File: src/rtl/pdes_mc_pkg.sv
// Shared memory-controller protocol constants and types.
// Provides the MC command, response and size encodings used on the mc_rq_*/mc_rs_*
// ports. It also provides the struct for the registered request stage and a helper
// that maps a stored op to the response command expected for it.
package pdes_mc_pkg;

  localparam logic [2:0] MC_CMD_RD      = 3'd1;
  localparam logic [2:0] MC_CMD_WR      = 3'd2;
  localparam logic [2:0] MC_RSP_RD_DATA = 3'd2;
  localparam logic [2:0] MC_RSP_WR_CMP  = 3'd3;
  localparam logic [1:0] MC_SIZE_8B     = 2'd3;

  typedef struct packed {
    logic        vld;
    logic [2:0]  cmd;
    logic [47:0] vadr;
    logic [63:0] data;
  } mc_rq_t;

  // Response command that legitimately completes a request of the given op.
  function automatic logic [2:0] rsp_cmd_for(input logic wr);
    return wr ? MC_RSP_WR_CMP : MC_RSP_RD_DATA;
  endfunction

endpackage

File: src/rtl/mc_tag_alloc.sv
// Tag allocator for outstanding MC requests.
// Ports:
//   clk, reset         clock, synchronous active-high reset
//   alloc              take alloc_tag this cycle; only asserted when avail is high
//   free, free_tag     release free_tag this cycle
//   avail, alloc_tag   a tag is obtainable, and the lowest-index one
//   busy               tag-in-use bitmap
//   count              registered popcount of busy
// A tag that is being freed in this cycle counts as open. It can therefore be
// handed out again in the same cycle. In that case the free and the alloc cancel,
// and the bit stays set.
module mc_tag_alloc #(
  parameter  int NUM_TAGS = 8,
  localparam int TAG_WID  = $clog2(NUM_TAGS),
  localparam int CNT_WID  = TAG_WID + 1
) (
  input  logic                clk,
  input  logic                reset,
  input  logic                alloc,
  input  logic                free,
  input  logic [TAG_WID-1:0]  free_tag,
  output logic                avail,
  output logic [TAG_WID-1:0]  alloc_tag,
  output logic [NUM_TAGS-1:0] busy,
  output logic [CNT_WID-1:0]  count
);

  logic [NUM_TAGS-1:0] free_mask, alloc_mask, open, busy_nxt;
  logic [CNT_WID-1:0]  cnt_nxt;

  always_comb begin
    free_mask = '0;
    if (free) free_mask[free_tag] = 1'b1;
  end

  assign open = ~busy | free_mask;

  // Scan from the top down so that the lowest open index is the last one written.
  always_comb begin
    avail     = 1'b0;
    alloc_tag = '0;
    for (int i = NUM_TAGS - 1; i >= 0; i--) begin
      if (open[i]) begin
        avail     = 1'b1;
        alloc_tag = TAG_WID'(i);
      end
    end
  end

  always_comb begin
    alloc_mask = '0;
    if (alloc) alloc_mask[alloc_tag] = 1'b1;
  end

  assign busy_nxt = (busy & ~free_mask) | alloc_mask;

  always_comb begin
    cnt_nxt = '0;
    for (int i = 0; i < NUM_TAGS; i++) cnt_nxt = cnt_nxt + CNT_WID'(busy_nxt[i]);
  end

  always_ff @(posedge clk) begin
    if (reset) begin
      busy  <= '0;
      count <= '0;
    end else begin
      busy  <= busy_nxt;
      count <= cnt_nxt;
    end
  end

endmodule

File: src/rtl/mc_req_client.sv
// Memory-controller request client for LP-state traffic.
// This module accepts 8 B read and write requests from a core arbiter (req_*). It
// issues each request through a registered MC request stage (mc_rq_*). It tracks
// each request by the tag carried in rtnctl. It routes each MC response (mc_rs_*)
// back to the originating core through a registered response stage (rsp_*).
// Ports:
//   req_vld/req_rdy/req_wr/req_addr/req_data/req_id   core request handshake
//   rsp_vld/rsp_wr/rsp_id/rsp_data, rsp_stall          core response, with back-pressure
//   mc_rq_*  (mc_rq_stall in)                          MC request port
//   mc_rs_*  (mc_rs_stall out)                         MC response port
//   outstanding                                        tags in use
//   err_unexp                                          sticky flag for unexpected responses
module mc_req_client
  import pdes_mc_pkg::*;
#(
  parameter  int MC_RTNCTL_WIDTH = 32,
  parameter  int NUM_TAGS        = 8,
  parameter  int ID_WID          = 4,
  localparam int TAG_WID         = $clog2(NUM_TAGS),
  localparam int CNT_WID         = TAG_WID + 1
) (
  input  logic                       clk,
  input  logic                       reset,
  input  logic                       req_vld,
  input  logic                       req_wr,
  input  logic [47:0]                req_addr,
  input  logic [63:0]                req_data,
  input  logic [ID_WID-1:0]          req_id,
  output logic                       req_rdy,
  output logic                       rsp_vld,
  output logic                       rsp_wr,
  output logic [ID_WID-1:0]          rsp_id,
  output logic [63:0]                rsp_data,
  input  logic                       rsp_stall,
  output logic                       mc_rq_vld,
  output logic [2:0]                 mc_rq_cmd,
  output logic [3:0]                 mc_rq_scmd,
  output logic [47:0]                mc_rq_vadr,
  output logic [1:0]                 mc_rq_size,
  output logic [MC_RTNCTL_WIDTH-1:0] mc_rq_rtnctl,
  output logic [63:0]                mc_rq_data,
  output logic                       mc_rq_flush,
  input  logic                       mc_rq_stall,
  input  logic                       mc_rs_vld,
  input  logic [2:0]                 mc_rs_cmd,
  input  logic [3:0]                 mc_rs_scmd,
  input  logic [MC_RTNCTL_WIDTH-1:0] mc_rs_rtnctl,
  input  logic [63:0]                mc_rs_data,
  output logic                       mc_rs_stall,
  output logic [CNT_WID-1:0]         outstanding,
  output logic                       err_unexp
);

  logic                           tag_avail;
  logic [TAG_WID-1:0]             alloc_tag;
  logic [NUM_TAGS-1:0]            busy;
  logic                           req_acc;
  logic                           rs_acc, rs_good, rs_cmd_ok, rs_hi_zero;
  logic [TAG_WID-1:0]             rs_tag;
  logic [NUM_TAGS-1:0]            tbl_wr;
  logic [NUM_TAGS-1:0][ID_WID-1:0] tbl_id;
  mc_rq_t                         rq_q;
  logic [TAG_WID-1:0]             rq_tag_q;
  logic                           rq_sized_q;
  logic                           unused_ok;

  assign unused_ok = ^mc_rs_scmd;

  mc_tag_alloc #(.NUM_TAGS(NUM_TAGS)) u_tags (
    .clk       (clk),
    .reset     (reset),
    .alloc     (req_acc),
    .free      (rs_good),
    .free_tag  (rs_tag),
    .avail     (tag_avail),
    .alloc_tag (alloc_tag),
    .busy      (busy),
    .count     (outstanding)
  );

  // ---------------- issue ----------------
  // The request stage can load whenever it is empty or being drained in this cycle.
  assign req_rdy = tag_avail && (!rq_q.vld || !mc_rq_stall);
  assign req_acc = req_vld && req_rdy;

  always_ff @(posedge clk) begin
    if (reset) begin
      rq_q       <= '0;
      rq_tag_q   <= '0;
      rq_sized_q <= 1'b0;
    end else if (req_acc) begin
      rq_q       <= '{vld: 1'b1, cmd: (req_wr ? MC_CMD_WR : MC_CMD_RD),
                      vadr: req_addr, data: (req_wr ? req_data : 64'd0)};
      rq_tag_q   <= alloc_tag;
      rq_sized_q <= 1'b1;
    end else if (!mc_rq_stall) begin
      rq_q.vld   <= 1'b0;
    end
  end

  assign mc_rq_vld    = rq_q.vld;
  assign mc_rq_cmd    = rq_q.cmd;
  assign mc_rq_vadr   = rq_q.vadr;
  assign mc_rq_data   = rq_q.data;
  assign mc_rq_rtnctl = MC_RTNCTL_WIDTH'(rq_tag_q);
  assign mc_rq_size   = rq_sized_q ? MC_SIZE_8B : 2'd0;  // all-zero out of reset
  assign mc_rq_scmd   = 4'd0;
  assign mc_rq_flush  = 1'b0;

  // The table is written only at accept. It is read only for tags marked busy, so
  // it needs no reset.
  always_ff @(posedge clk) begin
    if (req_acc) begin
      tbl_wr[alloc_tag] <= req_wr;
      tbl_id[alloc_tag] <= req_id;
    end
  end

  // ---------------- response ----------------
  assign mc_rs_stall = rsp_vld && rsp_stall;
  assign rs_acc      = mc_rs_vld && !mc_rs_stall;
  assign rs_tag      = mc_rs_rtnctl[TAG_WID-1:0];
  assign rs_hi_zero  = (mc_rs_rtnctl[MC_RTNCTL_WIDTH-1:TAG_WID] == '0);
  assign rs_cmd_ok   = (mc_rs_cmd == rsp_cmd_for(tbl_wr[rs_tag]));
  assign rs_good     = rs_acc && busy[rs_tag] && rs_cmd_ok && rs_hi_zero;

  // If rs_acc is high, the rsp stage is either empty or draining, so loading it is safe.
  always_ff @(posedge clk) begin
    if (reset) begin
      rsp_vld  <= 1'b0;
      rsp_wr   <= 1'b0;
      rsp_id   <= '0;
      rsp_data <= '0;
    end else if (rs_good) begin
      rsp_vld  <= 1'b1;
      rsp_wr   <= tbl_wr[rs_tag];
      rsp_id   <= tbl_id[rs_tag];
      rsp_data <= tbl_wr[rs_tag] ? 64'd0 : mc_rs_data;
    end else if (!rsp_stall) begin
      rsp_vld  <= 1'b0;
    end
  end

  always_ff @(posedge clk) begin
    if (reset)                   err_unexp <= 1'b0;
    else if (rs_acc && !rs_good) err_unexp <= 1'b1;
  end

endmodule

File: config.mk
export PLATFORM = sky130hd
export DESIGN_NAME = mc_req_client
export DESIGN_NICKNAME = d
export VERILOG_FILES = /design/src/rtl/pdes_mc_pkg.sv /design/src/rtl/mc_tag_alloc.sv /design/src/rtl/mc_req_client.sv
export SDC_FILE = /design/constraint.sdc
export NUM_CORES = 1
export LEC_CHECK = 0
export CORE_AREA = 10 10 172 174
export DETAILED_ROUTE_END_ITERATION = 10
export DIE_AREA = 0 0 182 184
export MAX_ROUTING_LAYER = met4
export PLACE_DENSITY = 0.74
export SLEW_MARGIN = 20
export SYNTH_ARGS = -nofsm -noshare
export SYNTH_HDL_FRONTEND = slang
export SYNTH_SLANG_ARGS = --single-unit
File: constraint.sdc
create_clock -name clk -period 9.9 [get_ports clk]
set_clock_uncertainty 0.1 [all_clocks]
set_input_delay 1.98 -clock clk [delete_from_list [all_inputs] [get_ports clk]]
set_output_delay 1.98 -clock clk [all_outputs]
set_load 0.005 [all_outputs]
==> results.py <==
metrics = {
    "outcome": {
        "status": "complete, no violations",
    },
    "synthesis": {
        "ys_seq_elements": 242,
        "syn_inst": 1022,
        "yosysUniqueCellTypes": 65,
        "syn_area_per_cell_um2": 9.29,
        "ys_seq_area_share_pct": 55.2,
        "synth_ff_type": "dfxtp_1",
        "synth_warnings": 0,
        "synth-edff-count": 40,
        "async_flop_share_pct": 0,
        "netlist_area_um2": 9500,
    },
    "timing": {
        "maxSlewHeadroom_pct": 26.8,
        "fmax_mhz": 130,
        "min_period_over_period_pct": 77.8,
        "finalMaxSlewViolations": 0,
        "finalHoldViolCount": 0,
        "finalWorstSetupSlack_ns": 2.20,
        "final.min_clock_period_ns": 7.70,
        "rsz0062_at_grt": "no",
        "worst_pin_slew_ns": 1.09,
        "finalSetupTns_ns": 0,
        "finalSetupViolations": 0,
        "worst_hold_slack_ns": 0.349,
    },
    "cts": {
        "cts_buffer_depth": 3,
        "cts-htree-levels": 1,
        "worstSkewPairLatency_ns": 0.53,
        "ctsResizeCount": 0,
        "cts_sinks": 242,
        "cts_tree": "yes",
        "cts_hold_buf": 0,
        "clock-root-buffer": "clkbuf_16",
        "cts_made_buffers": 27,
        "path_clk_slew_ns": 0.06,
        "cts_setup_buffers": 0,
    },
    "finish": {
        "num-fill-cells": 2273,
        "diodes": 0,
        "area_growth_pct": 54.6,
        "multi_input_area_um2": 3750,
        "nNetsFinal": 1630,
        "regArea_um2": 5250,
        "layout-drive-gt1-share_pct": 5.72,
    },
    "critical_path": {
        "crit_fanout": 76,
        "critical-path-max-stage-delay_ns": 0.98,
        "r2r-end": "u_tags.count[2]",
        "crit_start": "mc_rs_rtnctl[1]",
        "worst_path_most_repeated_cell": "clkdlybuf4s50_1",
        "crit_chain": "clkdlybuf4s50_1, mux2_4, a221oi_1, o22ai_1, nand3_4, buf_4, a21boi_0, clkdlybuf4s50_1",
        "worstSetupStartpointType": "primary input",
        "crit_required_ns": 7.82,
        "rrSetupSlack_ns": 4.93,
        "end_kind": "output port",
        "arrival_ns": 5.62,
        "reg2reg_from": "u_tags.busy[7]",
        "critPathSlowestCell": "clkdlybuf4s50_1",
        "crit_type": "in2out",
        "critical_path.endpoint": "req_rdy",
        "reg2reg_depth": 16,
    },
    "grt": {
        "grt_antenna_before_repair": 0,
        "track_usage_pct": 19.8,
        "grt_start_max_net_pins": 118,
        "grt_pass1_vias": 8990,
        "grt_pass1_wl_um": 52000,
        "gr-total-overflow": 0,
    },
    "routing": {
        "drt_iter0_markers": 397,
        "ant_nets": 0,
        "via_per_inst": 5.00,
        "vias": 8761,
        "route.detailed.drc": 0,
        "first_pass_iters": 5,
        "wl_um": 34500,
        "wl_per_cell_um": 19.7,
    },
    "floorplanning": {
        "std_cell_rows": 59,
        "io_pins": 458,
        "core_area_um2": 25900,
        "die_h_um": 184,
        "start_util_pct": 36.7,
        "fp.dieW_um": 182,
        "die_area_um2": 33500,
    },
    "place": {
        "port_buffers": 418,
        "place.gp.congestion": 0.868,
        "dp_slack_ns": 2.16,
        "dpl.hpwl_um": 25200,
    },
    "min_path": {
        "hold_path.class": "reg2reg",
        "hp-start": "mc_rq_data[41]",
    },
    "flow_run": {
        "drv_cap": 0,
    },
    "pwr": {
        "leakage_nw": 5.26,
        "ir_drop_mv": 0.154,
        "cellPowerDensity_nw_per_um2": 164,
    },
}
==> metrics by stage <==
stage	area (µm²)	total power, mW	std cells	util [%]
floorplan	9630	1.17	1056	-
finish	14700	2.40	1752	56.7
global placement	13700	1.33	1703	52.9
global route	14700	2.50	1752	56.7
detailed placement	13700	1.33	1703	52.9
CTS	14700	2.43	1752	56.7
==> layout make-up <==
class	count	share of cell area, %
sequential	242	35.7
clock inverter	18	1.75
clock buffer	31	4.91
timing repair buffer	426	29.0
multi-input combinational	689	25.5
tap	335	2.85
inverter	11	0.281
==> worst min-delay path by stage <==
stage	end	cells after the start	slack, ns
after floorplan	mc_rq_data[0]	2	0.35
after global placement	mc_rq_data[24]	2	0.34
after detailed placement	mc_rq_data[41]	2	0.34
after CTS	mc_rq_data[41]	2	0.35
after global routing	mc_rq_data[27]	2	0.37
final	mc_rq_data[41]	2	0.35
==> routing by layer <==
layer	share of wire, %	routed length [µm]	global-route usage [%]	up-vias
met5	0	0	-	-
li1	-	-	-	4235
met3	11	3670	8.17	45
met2	49	16900	32.7	388
met4	2.5	873	5.17	0
met1	38	13100	21.8	4093
==> flip-flops by register name, summed over array words and instances (netlist names), 2 cells and up <==
name / count
u_tags.count: 4
u_tags.busy: 8
rsp_data: 64
tbl_wr: 8
mc_rq_cmd: 2
rq_tag_q: 3
tbl_id: 32
mc_rq_data: 64
rsp_id: 4
mc_rq_vadr: 48
==> critical path: cells and delay by family <==
| kind | cells | cell delay, ns |
|---|---|---|
| buf+inv | 3 | 2.19 |
| simple gates | 1 | 0.16 |
| compound gates | 3 | 0.92 |
| mux | 1 | 0.35 |
==> cells in the final DEF (no fill, tap or decap), drive strengths merged, types with 2 or more instances in the layout <==
cell type	count
a221oi	5
clkinvlp	5
bufinv	6
o22ai	2
nand2b	5
nand4	3
or4	2
nand2	184
edfxtp	40
nor2	89
a21boi	2
conb	35
o21ai	8
o41ai	4
inv	12
nor4	5
mux2	4
dfxtp	202
nand3	69
fa	4
o31ai	5
mux2i	7
o21bai	2
and3	3
nor3	7
mux4	5
nor2b	6
a41oi	2
xnor2	2
ha	3
a21oi	130
a31oi	2
clkinv	6
buf	10
clkbuf	31
nor4b	3
and2	7
clkdlybuf4s50	416
a22oi	66
==> where the power goes <==
part           switching (mW)  internal [mW]  total [mW]
clock network           0.416          0.679        1.10
registers              0.0146           1.03        1.04
logic                   0.117          0.149       0.266
total                   0.548           1.86        2.40
==> cells in the mapped netlist (4+ instances only) <==
cell type	count	share of area, %
a21oi_1	129	6.8
a22oi_1	66	5.2
and2_1	7	0.46
buf_1	4	0.16
buf_2	24	1.3
buf_4	41	3.2
clkbuf_1	43	1.7
dfxtp_1	202	43
edfxtp_1	40	13
fa_1	4	0.84
inv_1	10	0.40
mux2i_1	7	0.74
mux4_2	5	1.2
nand2_1	184	7.3
nand2b_1	5	0.33
nand3_1	69	3.6
nor2_1	89	3.5
nor2b_1	6	0.40
nor3_1	6	0.32
nor4_1	5	0.33
o21ai_0	8	0.42
o31ai_1	4	0.32
==> cells by family after synthesis <==
kind of cell    synth area share (%)
flops                           55.2
simple gates                    17.6
xor+xnor                       0.435
compound gates                  16.0
other cells                   0.0395
mux                             2.44
fa+ha+maj                       1.24
buf+inv                         7.03
(Power assumes the default switching activity.)
